### config.mk
export PLATFORM = sky130hd
export DESIGN_NAME = stereo_ram2vga
export DESIGN_NICKNAME = d
export VERILOG_FILES = /design/src/rtl/stereo_ram2vga.sv
export SDC_FILE = /design/constraint.sdc
export NUM_CORES = 1
export LEC_CHECK = 0
export CORE_ASPECT_RATIO = 0.5
export CORE_MARGIN = 3
export CORE_UTILIZATION = 59
export CTS_BUF_LIST = sky130_fd_sc_hd__clkbuf_8
export CTS_CLUSTER_DIAMETER = 200
export DETAILED_ROUTE_END_ITERATION = 10
export PLACE_DENSITY = 0.86
export RECOVER_POWER = 25
export SKIP_CTS_REPAIR_TIMING = 1
export SYNTH_ARGS = -nofsm -noshare
export SYNTH_HDL_FRONTEND = slang
export SYNTH_SLANG_ARGS = --single-unit
### constraint.sdc
create_clock -name vclk -period 2.3 [get_ports vclk]
set_clock_uncertainty 0.1 [all_clocks]
set_input_delay 0.575 -clock vclk [delete_from_list [all_inputs] [get_ports vclk]]
set_output_delay 0.575 -clock vclk [all_outputs]
set_load 0.01 [all_outputs]
### src/rtl/stereo_ram2vga.sv
// stereo_ram2vga: VGA scan-out engine that places two frame buffers (left and
// right eye) as windows on a raster.
//
// Two-stage pipeline, both stages advancing on the pixel enable pe:
//   stage A: window hit test, RAM read issue, sync/active decode
//   stage B: colour capture from RAM data, registered outputs
//
// Ports:
//   vclk, rst_n        system clock, asynchronous active-low reset
//   mode               0 both, 1 left only, 2 right only, 3 colour bars
//   data0/data1        left/right RAM read data
//   rdaddr0/rdaddr1    RAM read addresses
//   rden0/rden1        one-vclk read strobes
//   rdclk              RAM read clock (vclk)
//   hs, vs             active-low syncs
//   r, g, b, de        pixel colour and active-video flag
//   sof                one-vclk pulse at the pe of pixel (0,0)
//
// Optional feature: define STEREO_CROSSHAIR_EN to overlay a red crosshair on
// the centre row and column of each displayed window.
module stereo_ram2vga #(
  parameter int unsigned PIX_DIV = 4,
  parameter int unsigned H_ACT   = 640,
  parameter int unsigned H_FP    = 16,
  parameter int unsigned H_SYN   = 96,
  parameter int unsigned H_BP    = 48,
  parameter int unsigned V_ACT   = 480,
  parameter int unsigned V_FP    = 10,
  parameter int unsigned V_SYN   = 2,
  parameter int unsigned V_BP    = 33,
  parameter int unsigned DW      = 3,
  parameter int unsigned AW      = 16,
  parameter int unsigned WIN_W   = 200,
  parameter int unsigned WIN_H   = 200,
  parameter int unsigned WIN0_X  = 100,
  parameter int unsigned WIN1_X  = 340,
  parameter int unsigned WIN_Y   = 140,
  parameter int unsigned RD_LAT  = 1
) (
  input  logic          vclk,
  input  logic          rst_n,
  input  logic [1:0]    mode,
  input  logic [DW-1:0] data0,
  input  logic [DW-1:0] data1,
  output logic [AW-1:0] rdaddr0,
  output logic [AW-1:0] rdaddr1,
  output logic          rden0,
  output logic          rden1,
  output logic          rdclk,
  output logic          hs,
  output logic          vs,
  output logic [DW-1:0] r,
  output logic [DW-1:0] g,
  output logic [DW-1:0] b,
  output logic          de,
  output logic          sof
);

  localparam int unsigned H_TOT = H_ACT + H_FP + H_SYN + H_BP;
  localparam int unsigned V_TOT = V_ACT + V_FP + V_SYN + V_BP;
  localparam int unsigned XW    = $clog2(H_TOT);
  localparam int unsigned YW    = $clog2(V_TOT);
  localparam int unsigned DVW   = $clog2(PIX_DIV);

  // Source of the colour for the pixel travelling from stage A to stage B.
  typedef enum logic [1:0] {SelNone, SelCh0, SelCh1, SelBar} sel_e;

  logic [DVW-1:0] div_q;
  logic [XW-1:0]  x_q;
  logic [YW-1:0]  y_q;
  logic [1:0]     mode_q;
  logic [AW-1:0]  addr0_q, addr1_q;

  logic           pe, last_x, last_y, frame_start, clr_addr;
  logic [31:0]    xi, yi;
  logic           in_win0, in_win1, en0, en1, rd0, rd1;
  logic           active, hs_a, vs_a;
  sel_e           sel_a, sel_q;
  logic [DW-1:0]  bar_a, bar_q;
  logic           hs_p, vs_p, de_p;
  logic [DW-1:0]  pix_r, pix_gb;

  assign rdclk       = vclk;
  assign pe          = (div_q == DVW'(PIX_DIV - 1));
  assign xi          = 32'(x_q);
  assign yi          = 32'(y_q);
  assign last_x      = (xi == H_TOT - 1);
  assign last_y      = (yi == V_TOT - 1);
  assign frame_start = (xi == 0) && (yi == 0);
  assign clr_addr    = (xi == 0) && (yi == WIN_Y + WIN_H);

  always_ff @(posedge vclk or negedge rst_n) begin
    if (!rst_n) begin
      div_q  <= '0;
      x_q    <= '0;
      y_q    <= '0;
      mode_q <= 2'd0;
    end else begin
      div_q <= pe ? '0 : div_q + 1'b1;
      if (pe) begin
        if (last_x) begin
          x_q <= '0;
          y_q <= last_y ? '0 : y_q + 1'b1;
        end else begin
          x_q <= x_q + 1'b1;
        end
        if (frame_start) mode_q <= mode;
      end
    end
  end

  // Stage A decode.
  always_comb begin
    in_win0 = (xi >= WIN0_X) && (xi < WIN0_X + WIN_W) && (yi >= WIN_Y) && (yi < WIN_Y + WIN_H);
    in_win1 = (xi >= WIN1_X) && (xi < WIN1_X + WIN_W) && (yi >= WIN_Y) && (yi < WIN_Y + WIN_H);
    en0     = (mode_q == 2'd0) || (mode_q == 2'd1);
    en1     = (mode_q == 2'd0) || (mode_q == 2'd2);
    rd0     = in_win0 && en0;
    rd1     = in_win1 && en1;
    active  = (xi < H_ACT) && (yi < V_ACT);
    hs_a    = !((xi >= H_ACT + H_FP) && (xi < H_ACT + H_FP + H_SYN));
    vs_a    = !((yi >= V_ACT + V_FP) && (yi < V_ACT + V_FP + V_SYN));
    // Channel 0 wins on overlap; both channels still read.
    sel_a = SelNone;
    if (active) begin
      if (mode_q == 2'd3) sel_a = SelBar;
      else if (rd0)       sel_a = SelCh0;
      else if (rd1)       sel_a = SelCh1;
    end
    // Bar level is x[7:5], placed in the MSBs of the colour word.
    bar_a = '0;
    for (int i = 0; (i < int'(DW)) && (i < 3); i++) bar_a[int'(DW) - 1 - i] = xi[7 - i];
  end

`ifdef STEREO_CROSSHAIR_EN
  logic cross_a, cross_q;

  always_comb begin
    cross_a = 1'b0;
    if ((sel_a == SelCh0) && ((yi == WIN_Y + WIN_H / 2) || (xi == WIN0_X + WIN_W / 2)))
      cross_a = 1'b1;
    if ((sel_a == SelCh1) && ((yi == WIN_Y + WIN_H / 2) || (xi == WIN1_X + WIN_W / 2)))
      cross_a = 1'b1;
  end

  always_ff @(posedge vclk or negedge rst_n) begin
    if (!rst_n)  cross_q <= 1'b0;
    else if (pe) cross_q <= cross_a;
  end
`endif

  // Stage A registers: RAM reads, raster-linear window addresses, pipeline.
  always_ff @(posedge vclk or negedge rst_n) begin
    if (!rst_n) begin
      addr0_q <= '0;
      addr1_q <= '0;
      rdaddr0 <= '0;
      rdaddr1 <= '0;
      rden0   <= 1'b0;
      rden1   <= 1'b0;
      sel_q   <= SelNone;
      bar_q   <= '0;
      hs_p    <= 1'b1;
      vs_p    <= 1'b1;
      de_p    <= 1'b0;
    end else begin
      rden0 <= pe && rd0;
      rden1 <= pe && rd1;
      if (pe) begin
        if (rd0) rdaddr0 <= addr0_q;
        if (rd1) rdaddr1 <= addr1_q;
        if (clr_addr) begin
          addr0_q <= '0;
          addr1_q <= '0;
        end else begin
          if (rd0) addr0_q <= addr0_q + 1'b1;
          if (rd1) addr1_q <= addr1_q + 1'b1;
        end
        sel_q <= sel_a;
        bar_q <= bar_a;
        hs_p  <= hs_a;
        vs_p  <= vs_a;
        de_p  <= active;
      end
    end
  end

  // Stage B colour select; RD_LAT < PIX_DIV means RAM data is settled here.
  always_comb begin
    pix_r  = '0;
    pix_gb = '0;
    unique case (sel_q)
      SelCh0: begin pix_r = data0; pix_gb = data0; end
      SelCh1: begin pix_r = data1; pix_gb = data1; end
      SelBar: begin pix_r = bar_q; pix_gb = bar_q; end
      default: ;
    endcase
`ifdef STEREO_CROSSHAIR_EN
    if (cross_q) begin
      pix_r  = '1;
      pix_gb = '0;
    end
`endif
  end

  always_ff @(posedge vclk or negedge rst_n) begin
    if (!rst_n) begin
      hs  <= 1'b1;
      vs  <= 1'b1;
      de  <= 1'b0;
      r   <= '0;
      g   <= '0;
      b   <= '0;
      sof <= 1'b0;
    end else begin
      sof <= pe && frame_start;
      if (pe) begin
        hs <= hs_p;
        vs <= vs_p;
        de <= de_p;
        r  <= pix_r;
        g  <= pix_gb;
        b  <= pix_gb;
      end
    end
  end

endmodule

# Word-level counts from Yosys, hierarchy flattened
# Index checks and enable logic that the tools add are counted.
dict set report totals {
  register_bits 105
  inputBits 10
  output_inout_bits 48
  word_cells 90
}
dict set report op_classes {
  n_addsub 5
  magnitude_cmp 12
  n_eq_ne 10
  mux 12
  reduce_logical 31
}
# operator n
set ops {}
lappend ops {{32-bit zero test} 2}
lappend ops {{16-bit 2-to-1 mux} 4}
lappend ops {{10-bit by 9-bit less-than comparator with 1-bit output (second input constant)} 4}
lappend ops {{16-bit by 1-bit adder with 16-bit output (second input constant)} 2}
lappend ops {{10-bit less-than comparator (second input constant)} 3}
lappend ops {{10-bit by 1-bit adder with 10-bit output (second input constant)} 2}
lappend ops {{10-bit equality test (second input constant)} 2}
lappend ops {{10-bit by 9-bit >= comparator with 1-bit output (second input constant)} 2}
lappend ops {{10-bit 2-to-1 mux} 2}
lappend ops {{1-bit logical AND} 16}
lappend ops {{2-bit AND reduction} 6}
lappend ops {{10-bit by 9-bit equality test with 1-bit output (second input constant)} 1}
lappend ops {{2-bit equality test (second input constant)} 5}
lappend ops {{10-bit >= comparator (second input constant)} 1}
lappend ops {{10-bit by 7-bit >= comparator with 1-bit output (second input constant)} 1}
lappend ops {{10-bit by 8-bit >= comparator with 1-bit output (second input constant)} 1}
lappend ops {{2-bit 2-to-1 mux} 5}
lappend ops {{3-bit case mux with 3 select lines} 1}
lappend ops {{2-bit by 1-bit equality test with 1-bit output (second input constant)} 2}
lappend ops {{2-bit nonzero test} 2}
lappend ops {{2-bit by 1-bit adder with 2-bit output (second input constant)} 1}
lappend ops {{1-bit zero test} 2}
lappend ops {{2-bit zero test} 1}
lappend ops {{1-bit logical OR} 2}

# Depth between registers and ports, before layout
dict set report depth {
  ltp_word 9
  mapped_depth 9
  ltp_nobuf 7
}

==> impl_metrics.tcl <==
set metrics [dict create \
    slowest_delay_ns 0.54 \
    dp_slack_ns 0.02623 \
    antenna_found_initial 0 \
    path_buf_inv 1 \
    synth_cell_type_count 61 \
    avgSynthCellArea_sq_um 9.583 \
    cp.required_ns 1.62 \
    start_kind "flop" \
    status "finished clean" \
    initialDrtViolationCount 344 \
    worst-slew-pin-transition_ns 0.7867 \
    synthFlopType "dfrtp_1" \
    rsz0062_at_grt "false" \
    syn_inst 557 \
    num_rows 23 \
    die_h_microns 73.26 \
    die_w_microns 140.5 \
    cap_viol_max_count 0 \
    yosysWarnings 0 \
    dr.pass1.iters 5 \
    grt.overflow.total 0 \
    post-route-period-util 0.9699 \
    drive_above_1_share 0.1551 \
    gp_congestion 0.8911 \
    fillers 566 \
    synth_top_area_share 0.4735 \
    maxSlewViolCount 0 \
    post_drt_wl_per_cell_microns 16.38 \
    crit_family "flip-flops" \
    max_slew_margin 0.4755 \
    synth_seq_cells 105 \
    crit_path_cell_trace "clkdlybuf4s50_1" \
    drc 0 \
    arrival_ns 1.56 \
    netlist_top_cells_count "101 x dfrtp_1, 81 x nand2_1, 51 x o21ai_0, 43 x nor2_1, 23 x inv_1" \
    initial_core_util 0.6374 \
    vias 4558 \
    syn2layout_area_growth_pct 19.43 \
    max-vdd-ir-drop_uv 552.2 \
    critPathSlowestCell "dfstp_2" \
    synth_edf_count 0 \
    critPathCaptureType "primary output" \
    nNetsFinal 644 \
    async_reset_ff_frac 1.000 \
    max_freq_mhz 448.3 \
    crit_type "flop to primary output" \
    synth_nets 574 \
    ys_top_cells_by_area "dfrtp_1 47%, nand2_1 5.7%, o21ai_0 4.8%, mux2_2 4.4%, nor2_1 3.0%" \
    finalSetupViolations 0 \
    place_hpwl_microns 8553 \
    clock_latency_ns 0.49 \
    io_buffer_count 57 \
    synth-seq-area-share 0.4932 \
    grt_pass1_wl_microns 21130 \
    drt.antenna.violating_nets 0 \
    syn_area_sq_um 5338 \
    grt_max_degree 39 \
    tritoncts "yes" \
    yosysMostFrequentCell "dfrtp_1" \
    power_density_nw_per_um2 512.4 \
    io_pins 58 \
    period_needed_ns 2.231 \
    antenna_cells 0 \
    routed_via_density 6.126 \
    final_util 0.7612 \
    crit_fanout 2 \
    hold_viol 0 \
    die_area_sq_um 10290 \
    clk_pin_slew_ns 0.09 \
    p_leak_nw 2.758 \
    hold_path.class "flop to flop" \
    wirelength_microns 12190 \
    yosys.area.top_type "dfrtp_1" \
    layout_setup_ws_ns 0.06913 \
    grt_pass1_vias 4366 \
    track_usage 0.2590 \
    core_area_sq_um 8374 \
]
## final timing paths
check                              end  depth (start not counted)  slack (ns)     start
max                                 hs                          1        0.07        hs
min                           div_q[0]                          1        0.33  div_q[0]
max reg2reg                     y_q[9]                          5        0.10    x_q[6]
min reg2reg                   div_q[0]                          1        0.33  div_q[0]
max in group asynchronous  addr1_q[11]                          3        0.42     rst_n
min in group asynchronous       x_q[6]                          2        0.59     rst_n
## cell families (layout without fill, tap and decap cells)
family / after synthesis / count (layout) / share of synthesized area
AND/OR/NAND/NOR: 218 / 218 / 0.1957
XOR/XNOR: 11 / 11 / 0.01805
adder cells (fa/ha/maj): 7 / 7 / 0.01641
multiplexers: 35 / 35 / 0.07056
flip-flops: 105 / 105 / 0.4932
buffers and inverters: 61 / 136 / 0.05391
AO/OA/AOI/OAI: 120 / 120 / 0.1521
## where the power goes
| part | internal, mW | switching (mW) | total (mW) | leakage [nW] |
|---|---|---|---|---|
| clock | 0.636 | 0.676 | 1.31 | 0.130 |
| combinational | 0.0416 | 0.0537 | 0.0953 | 1.21 |
| sequential | 1.85 | 0.00777 | 1.86 | 1.42 |
## metal layers
| layer | global-route usage | part of all wire | wire length, microns | up-vias |
|---|---|---|---|---|
| li1 | - | - | - | 2113 |
| met1 | 0.3524 | 0.44 | 5346 | 2221 |
| met2 | 0.4248 | 0.48 | 5875 | 187 |
| met3 | 0.05982 | 0.062 | 757 | 37 |
| met4 | 0.07519 | 0.017 | 211 | 0 |
| met5 | 0 | 0 | 0 | - |
## cell usage in the layout, fill, tap and decap left out, drive strengths merged, types with 2 or more instances in the layout
cell	instances
a32oi	9
ha	7
and3	6
mux2	21
nand4	14
or3	5
inv	25
nand2	81
nand3b	2
clkinv	4
clkinvlp	2
nor4b	2
nor2	43
o31ai	3
o211a	2
nor3	19
dfrtp	101
xnor2	6
mux2i	14
o2bb2ai	15
clkbuf	14
a21oi	10
clkdlybuf4s50	55
o21ai	54
dfstp	4
nor2b	4
buf	33
xor2	5
a31oi	6
or4	3
or2	2
o22ai	5
o211ai	4
nand2b	6
nor4	7
nand3	20
## layout make-up
type,count,area (sq um),area share
clock buffers,13,177.7,0.02787
repair buffers,91,820.8,0.1288
well taps,112,140.1,0.02198
inverters,25,93.84,0.01472
flip-flops and latches,105,2634,0.4132
multi-input cells,391,2440,0.3827
clock inverters,7,68.82,0.01079
## metrics by stage
| stage | cell area (sq um) | total power [mW] | instances | hold WS (ns) | setup TNS, ns |
|---|---|---|---|---|---|
| finish | 6375 | 3.267 | 744 | 0.3323 | 0 |
| detailed placement | 6120 | 2.041 | 724 | 0.3261 | 0 |
| floorplan | 5338 | 1.959 | 557 | 0.1794 | 0 |
| CTS | 6354 | 3.302 | 743 | -0.07982 | -0.2234 |
| global placement | 6120 | 2.038 | 724 | 0.3127 | 0 |
| global route | 6375 | 3.389 | 744 | 0.3579 | 0 |
## sequential cells by signal, summed over array words and instances (netlist names)
register	flops
addr1_q	16
div_q	2
de	1
b	3
vs	1
de_p	1
vs_p	1
y_q	10
rdaddr1	16
addr0_q	16
rden0	1
rdaddr0	16
mode_q	2
hs	1
sel_q	2
sof	1
rden1	1
x_q	10
bar_q	3
hs_p	1
No activity file was read; power rests on OpenSTA's default activity.
